File: src/rtl/mul_accumulate_stage.sv
// ---------------------------------------------------------------------------
// mul_accumulate_stage
//
// Purpose:
//   Sums a programmed number of unsigned products coming from the 16x16 array
//   multiplier into a wide, saturating accumulator. When the programmed
//   number of beats has been summed, the result is presented on a
//   valid/ready port and held until the downstream stage takes it. This is
//   the dot-product style reduction stage that sits between the
//   combinational multiplier and the next register or consumer.
//
// Parameters:
//   PROD_WIDTH  width of the incoming product (32 for the 16x16 multiplier)
//   ACC_WIDTH   accumulator width; must be at least PROD_WIDTH+1
//   CNT_WIDTH   width of the beat-count field; longest run is
//               2^CNT_WIDTH-1 beats
//
// Ports:
//   Clock          in   single clock, all state changes on the rising edge
//   Reset          in   asynchronous, active-high reset
//   iStart         in   begin a new accumulation (only honoured in IDLE)
//   iLength        in   number of products to sum, latched with iStart
//   iProduct       in   unsigned product from the multiplier
//   iProductValid  in   iProduct carries a product this cycle
//   oProductReady  out  stage accepts a product this cycle (RUN)
//   oAcc           out  registered accumulated sum
//   oAccValid      out  oAcc holds a completed result (HOLD)
//   iAccReady      in   downstream takes oAcc this cycle
//   oOverflow      out  sticky saturation flag for the current/last run
//   oBusy          out  stage is in RUN or HOLD
// ---------------------------------------------------------------------------
module mul_accumulate_stage #(
  parameter int PROD_WIDTH = 32,
  parameter int ACC_WIDTH  = 40,
  parameter int CNT_WIDTH  = 8
) (
  input  logic                  Clock,
  input  logic                  Reset,
  input  logic                  iStart,
  input  logic [CNT_WIDTH-1:0]  iLength,
  input  logic [PROD_WIDTH-1:0] iProduct,
  input  logic                  iProductValid,
  output logic                  oProductReady,
  output logic [ACC_WIDTH-1:0]  oAcc,
  output logic                  oAccValid,
  input  logic                  iAccReady,
  output logic                  oOverflow,
  output logic                  oBusy
);

  typedef enum logic [1:0] {
    IDLE = 2'd0,
    RUN  = 2'd1,
    HOLD = 2'd2
  } state_t;

  state_t                 state;
  state_t                 state_next;

  logic [CNT_WIDTH-1:0]   count;
  logic [CNT_WIDTH-1:0]   length;
  logic [ACC_WIDTH-1:0]   acc;
  logic                   overflow;

  logic                   start_accept;
  logic                   beat;
  logic                   final_beat;
  logic [ACC_WIDTH:0]     sum;
  logic [CNT_WIDTH:0]     count_inc;

  // A start is only meaningful while idle; a start that arrives together
  // with the HOLD->IDLE handshake is dropped because state is still HOLD.
  assign start_accept = (state == IDLE) && iStart;
  assign beat         = (state == RUN) && iProductValid;

  // One extra bit on the sum exposes the carry that drives saturation.
  assign sum = {1'b0, acc} + {{(ACC_WIDTH + 1 - PROD_WIDTH){1'b0}}, iProduct};

  // The counter is compared one ahead so the beat that reaches the latched
  // length is the one that moves the FSM to HOLD. The extra bit keeps the
  // comparison exact for the longest run without any wrap.
  assign count_inc  = {1'b0, count} + (CNT_WIDTH + 1)'(1);
  assign final_beat = beat && (count_inc == {1'b0, length});

  // State register.
  always_ff @(posedge Clock or posedge Reset) begin
    if (Reset) begin
      state <= IDLE;
    end else begin
      state <= state_next;
    end
  end

  // Next-state decode. A zero-length start skips RUN entirely and presents
  // an empty (zero) result straight away.
  always_comb begin
    state_next = state;
    case (state)
      IDLE: begin
        if (iStart) begin
          if (iLength == '0) begin
            state_next = HOLD;
          end else begin
            state_next = RUN;
          end
        end
      end
      RUN: begin
        if (final_beat) begin
          state_next = HOLD;
        end
      end
      HOLD: begin
        if (iAccReady) begin
          state_next = IDLE;
        end
      end
      default: begin
        state_next = IDLE;
      end
    endcase
  end

  // Run bookkeeping: the length is captured with the start and the beat
  // counter advances once per accepted product.
  always_ff @(posedge Clock or posedge Reset) begin
    if (Reset) begin
      length <= '0;
      count  <= '0;
    end else if (start_accept) begin
      length <= iLength;
      count  <= '0;
    end else if (beat) begin
      count <= count_inc[CNT_WIDTH-1:0];
    end
  end

  // Accumulator and sticky overflow. Once saturated the accumulator is all
  // ones, so any further non-zero product carries again and adding zero
  // leaves it unchanged -- saturation therefore persists for the whole run.
  // After the run the value is simply held; it is only cleared by the next
  // accepted start or by reset.
  always_ff @(posedge Clock or posedge Reset) begin
    if (Reset) begin
      acc      <= '0;
      overflow <= 1'b0;
    end else if (start_accept) begin
      acc      <= '0;
      overflow <= 1'b0;
    end else if (beat) begin
      if (sum[ACC_WIDTH]) begin
        acc      <= '1;
        overflow <= 1'b1;
      end else begin
        acc <= sum[ACC_WIDTH-1:0];
      end
    end
  end

  assign oProductReady = (state == RUN);
  assign oAccValid     = (state == HOLD);
  assign oBusy         = (state != IDLE);
  assign oAcc          = acc;
  assign oOverflow     = overflow;

endmodule

File: config.mk
export PLATFORM = sky130hd
export DESIGN_NAME = mul_accumulate_stage
export DESIGN_NICKNAME = d
export VERILOG_FILES = /design/src/rtl/mul_accumulate_stage.sv
export SDC_FILE = /design/constraint.sdc
export NUM_CORES = 1
export LEC_CHECK = 0
export CORE_UTILIZATION = 48
export DETAILED_ROUTE_END_ITERATION = 16
export GPL_TIMING_DRIVEN = 0
export PLACE_DENSITY = 0.75
export SYNTH_ARGS = -nofsm -noshare
export SYNTH_HDL_FRONTEND = slang
export SYNTH_SLANG_ARGS = --single-unit
File: constraint.sdc
create_clock -name Clock -period 2.5 [get_ports Clock]
set_clock_uncertainty 0.15 [all_clocks]
set_input_delay 0.375 -clock Clock [delete_from_list [all_inputs] [get_ports Clock]]
set_output_delay 0.375 -clock Clock [all_outputs]
set_load 0.01 [all_outputs]
# Word level (Yosys, flattened, before mapping)
# Index checks and enable logic that the tools add are counted.
# totals
regBits,59
input_bits,45
wordCells,36
# classes
add_sub_neg,2
n_eq_ne,6
mux,13
reduce_logical,10
# op_table
cell,n
$mux W40,3
$add A40 B32 Y41,1
$mux W8,2
$add A8 B1 Y9 const B,1
$eq A9 B8 Y1,1
$logic_not A8 Y1,1
$mux W2,4
$pmux W2 S3,1
$reduce_bool A2 Y1,3
$ne A2 B1 Y1 const B,2
$logic_and A1 B1 Y1,3
$mux W1,3
$reduce_and A3 Y1,1
$eq A2 B1 Y1 const B,1
$eq A2 B2 Y1 const B,1
$logic_not A2 Y1,1
$ne A2 B2 Y1 const B,1
$reduce_and A2 Y1,1

# Depth between registers and ports, before layout
# logic_depth
word_depth,5
depth_mapped,11

# Least setup slack after synthesis
# Ideal clock, no wire load.
# synth_path
kind,reg2reg
from,reg acc[0] (netlist: oAcc[0])
to,reg acc[39] (netlist: oAcc[39])
setup_ns,0.139
arrival_ns,2.507
path_slack_ns,-0.296
stages_incl_launch_ff,11
period_less_slack_ns,2.796
cell_sequence,dfrtp_1 -> ha_1 -> fa_1 -> nand3_1 -> a2111oi_4 -> o311ai_1 -> o211ai_2 -> a21oi_4 -> nor2_2 -> o311ai_0 -> o31ai_1
# synth_between
elab_chain_len,4
# synth_rtl
element,line_no,source
"start, declared",62,logic [ACC_WIDTH-1:0] acc;
"start signal, assigned",155,acc <= sum[ACC_WIDTH-1:0];
$add A40 B32 Y41,77,"assign sum = {1'b0, acc} + {{(ACC_WIDTH + 1 - PROD_WIDTH){1'b0}}, iProduct};"
$mux W40,151,if (sum[ACC_WIDTH]) begin
$mux W40,150,end else if (beat) begin
$mux W40,147,end else if (start_accept) begin
# Every way passes these cells. The select of a mux whose other input is x is not followed.
# A chain may end at the register's enable or synchronous reset.

# Worst setup path after layout
# layout_path
from,reg acc[0] (netlist: oAcc[0])
to,reg acc[30] (netlist: oAcc[30])
# Same word-level chain as after synthesis.

==> flow_summary_export.csv <==
group,metric,value,unit
run_status,result_of_the_run,"complete, but fails checks",
run_status,violated_checks,"negative setup slack",
clocking,cts_h_tree_depth,3,
global_routing,grt_first_pass_wirelength,21.6,mm
logic_synthesis,primary_ff_master_synth,"sky130_fd_sc_hd__dfrtp_1",
timing,final-max-slew-violation-count,0,
timing,grt_setup_unrepaired,"true",
clocking,worst_setup_hold_path_clk_slew,0.08,ns
logic_synthesis,leading_cell_type_by_number_of_instances_after_synthesis,"sky130_fd_sc_hd__nand2_1",
logic_synthesis,post-synth-top-area-cell,"sky130_fd_sc_hd__dfrtp_1",
critical_path,crit_family,"compound AO/OA/AOI/OAI gates",
logic_synthesis,synth_sequential_area_ratio,0.329,
critical_path,critPathLaunchType,"flip-flop",
detailed_routing,dr.first_iter.drc_count,336,
detailed_routing,post_drt_via_cell_ratio,6.18,
critical_path,worst-path-buf-inv,0,
power,ir_worst_vdd,0.472,mV
clocking,cts_buffers,9,
detailed_routing,drt_pass1_iterations,5,
power,power.share.combinational,0.625,
logic_synthesis,yosys_warnings,0,
clocking,cts_buffer_depth,2,
final_layout,synthToLayoutAreaGrowth,40.7,%
timing,fmaxAchievable,357,MHz
critical_path,critical_path_class,"flip-flop to flip-flop",
detailed_routing,drc_violations_left,0,
final_layout,diodes,0,
placement,place_congestion,0.937,
floorplanning,die-height,98.7,um
critical_path,highest_delay_cell_along_the_critical_path,"sky130_fd_sc_hd__a2111oi_4",
placement,dp_hpwl,9.60,mm
timing,fin_crit,2.80,ns
critical_path,cp_data_arrival_time,2.88,ns
global_routing,grt_max_degree,32,
floorplanning,initial_utilization,0.505,
critical_path,critical-path-max-stage-delay,0.45,ns
detailed_routing,total_routed_wirelength,13.5,mm
logic_synthesis,synthCells,525,
timing,setup_viol_count_final,41,
power,power_per_cell_area,1010,mW/mm^2
timing,slew_headroom,0.533,
power,internal-power,3.54,mW
critical_path,crit_path_capture_type,"flip-flop",
detailed_routing,remaining_antenna_violation_count_after_routing,0,
floorplanning,die_x,98.7,um
power,pwr-share-seq,0.243,
power,power.share.clock,0.133,
timing,worst_pin_slew,0.701,ns
global_routing,grt_usage,0.278,
critical_path,worstPathRequired,2.58,ns
floorplanning,boundaryPins,89,
critical_path,cp_cell_sequence,"ha_4, fa_2, nand3_4, a2111oi_4, o31ai_2, a21oi_2, a32oi_2, o41a_1, a32oi_1, nand2_1",
detailed_routing,routed-via-count,4720,
floorplanning,rows,34,
flow_run,drv_cap,0,
logic_synthesis,netlist_area,0.00449,sq mm
timing,timing.final.hold_violations,0,
placement,placed_cells,722,
logic_synthesis,post_synth.cell_area_avg,8.55,sq um
power,switchingPower,2.86,mW
clocking,insertion_delay,0.35,ns
logic_synthesis,netlist-cell-type-count,63,
clocking,cts_root_buffer,"sky130_fd_sc_hd__clkbuf_8",
clocking,cts_tree,"built",
final_layout,share_of_final_layout_standard_cells_stronger_than_drive_strength_1,0.171,
logic_synthesis,synth_top_cells_by_area,"sky130_fd_sc_hd__dfrtp_1, sky130_fd_sc_hd__ha_1, sky130_fd_sc_hd__nand2_1",
clocking,cts_num_sinks,59,
global_routing,grt_pass1_vias,4517,
final_layout,finish.instance_area,0.00632,sq mm
timing,fin_ws,-0.300,ns
logic_synthesis,synth_enable_flop_cells,0,
timing,final_min_period_over_clock_period,1.12,
logic_synthesis,ys_seq_elements,59,
logic_synthesis,postSynth.asyncResetShare,1.00,
final_layout,post_layout_nonfiller_instances,764,
power,netSwitchingFraction,0.447,
logic_synthesis,mappedNetlistNets,604,
detailed_routing,routedWlPerCell,17.7,um
floorplanning,die_area,0.00975,sq mm
floorplanning,core-area,0.00889,sq mm
critical_path,crit_path_max_fanout,3,
logic_synthesis,ys_top_cells_by_count,"sky130_fd_sc_hd__nand2_1, sky130_fd_sc_hd__dfrtp_1, sky130_fd_sc_hd__a21oi_1",
logic_synthesis,netlist.area_leader.share,0.329,
final_layout,layout.nets,730,
power,static-leakage-power,2.69,nW
placement,numPortBuffers,88,
global_routing,grt.overflow.total,0,
placement,place_area,0.00562,sq mm
global_routing,grt_antenna_before_repair,0,
worst_hold_path,timing.hold.worst.class,"input port to asynchronous set/reset pin",
cell usage in the layout, fill, tap and decap left out, types with 8 or more instances in the layout:
cell type,count
sky130_fd_sc_hd__ha_4,11
sky130_fd_sc_hd__nand4_1,8
sky130_fd_sc_hd__xor2_1,18
sky130_fd_sc_hd__dfrtp_1,58
sky130_fd_sc_hd__clkbuf_1,13
sky130_fd_sc_hd__nand2_1,68
sky130_fd_sc_hd__xnor2_1,17
sky130_fd_sc_hd__a221o_1,19
sky130_fd_sc_hd__o21ai_0,30
sky130_fd_sc_hd__inv_1,15
sky130_fd_sc_hd__nor2_1,31
sky130_fd_sc_hd__nand3_1,11
sky130_fd_sc_hd__clkdlybuf4s50_1,81
sky130_fd_sc_hd__o21ai_1,14
sky130_fd_sc_hd__a21oi_2,10
sky130_fd_sc_hd__a21o_1,17
sky130_fd_sc_hd__clkbuf_8,12
sky130_fd_sc_hd__buf_4,24
sky130_fd_sc_hd__a21oi_1,41
sky130_fd_sc_hd__ha_1,21
final cells by class:
| cell class | count | area [sq um] |
|---|---|---|
| buffer | 22 | 138 |
| clock inverter | 5 | 36.3 |
| tap | 108 | 135 |
| sequential | 59 | 1480 |
| clock buffer | 11 | 151 |
| timing repair buffer | 116 | 1120 |
| fill | 659 | 2570 |
| multi-input combinational | 427 | 3200 |
| inverter | 16 | 60.1 |
flip-flops by register name (all words and copies together), names as in the netlist:
signal,flops
length,8
oAcc,40
count,8
oOverflow,1
state,2
metrics by stage:
stage	setup WS, ns	total power, mW	hold WS, ns	setup TNS, ns	utilization
after global routing	-0.407	6.81	0.353	-14.19	0.711
final	-0.300	6.39	0.287	-10.04	0.711
after CTS	-0.294	6.11	0.302	-8.53	0.684
after detailed placement	-0.911	4.97	0.338	-33.40	0.633
after global placement	-0.875	4.88	0.329	-70.14	0.630
after floorplan	-0.177	3.84	0.310	-3.97	-
layer usage:
| metal | vias to the layer above | wire, um | track usage |
|---|---|---|---|
| li1 | 2215 | - | - |
| met1 | 2282 | 5940 | 0.370 |
| met2 | 201 | 6550 | 0.459 |
| met3 | 22 | 859 | 0.0411 |
| met4 | 0 | 193 | 0.103 |
| met5 | - | 0 | 0 |
cells by family after synthesis:
logic type,Yosys count,synth area share
DFF,59,0.329
adders and majority gates,34,0.0964
and+or+nand+nor,165,0.173
muxes,2,0.00446
xor gates and xnor gates,36,0.0702
AOI/OAI and AO/OA,190,0.293
buffers and inverters,39,0.0340
power groups by stage:
stage	registers, mW	clock network, mW	logic, mW
final	1.55	0.847	4.00
after global routing	1.59	0.889	4.34
after CTS	1.54	0.853	3.72
after detailed placement	1.54	0	3.43
after global placement	1.53	0	3.35
after floorplan	1.57	0	2.27
worst paths after layout:
kind	startpoint	to	slack, ns	cells after the start
min in group Clock	length[4]	length[4]	0.35	2
min	Reset	oAcc[0]	0.29	2
min reg2reg	length[4]	length[4]	0.35	2
max in group asynchronous	Reset	oAcc[25]	1.30	3
max	oAcc[0]	oAcc[30]	-0.30	10
max reg2reg	oAcc[0]	oAcc[30]	-0.30	10
timing repair:
item,in CTS,in global routing
hold buffers,0,0
buffers inserted,17,9
pin swaps,29,14
cloned,0,1
resized for setup,37,38
endpoints found under the setup margin,41,43
endpoints found under the hold margin,0,0
Power figures use the tool's default switching activity.
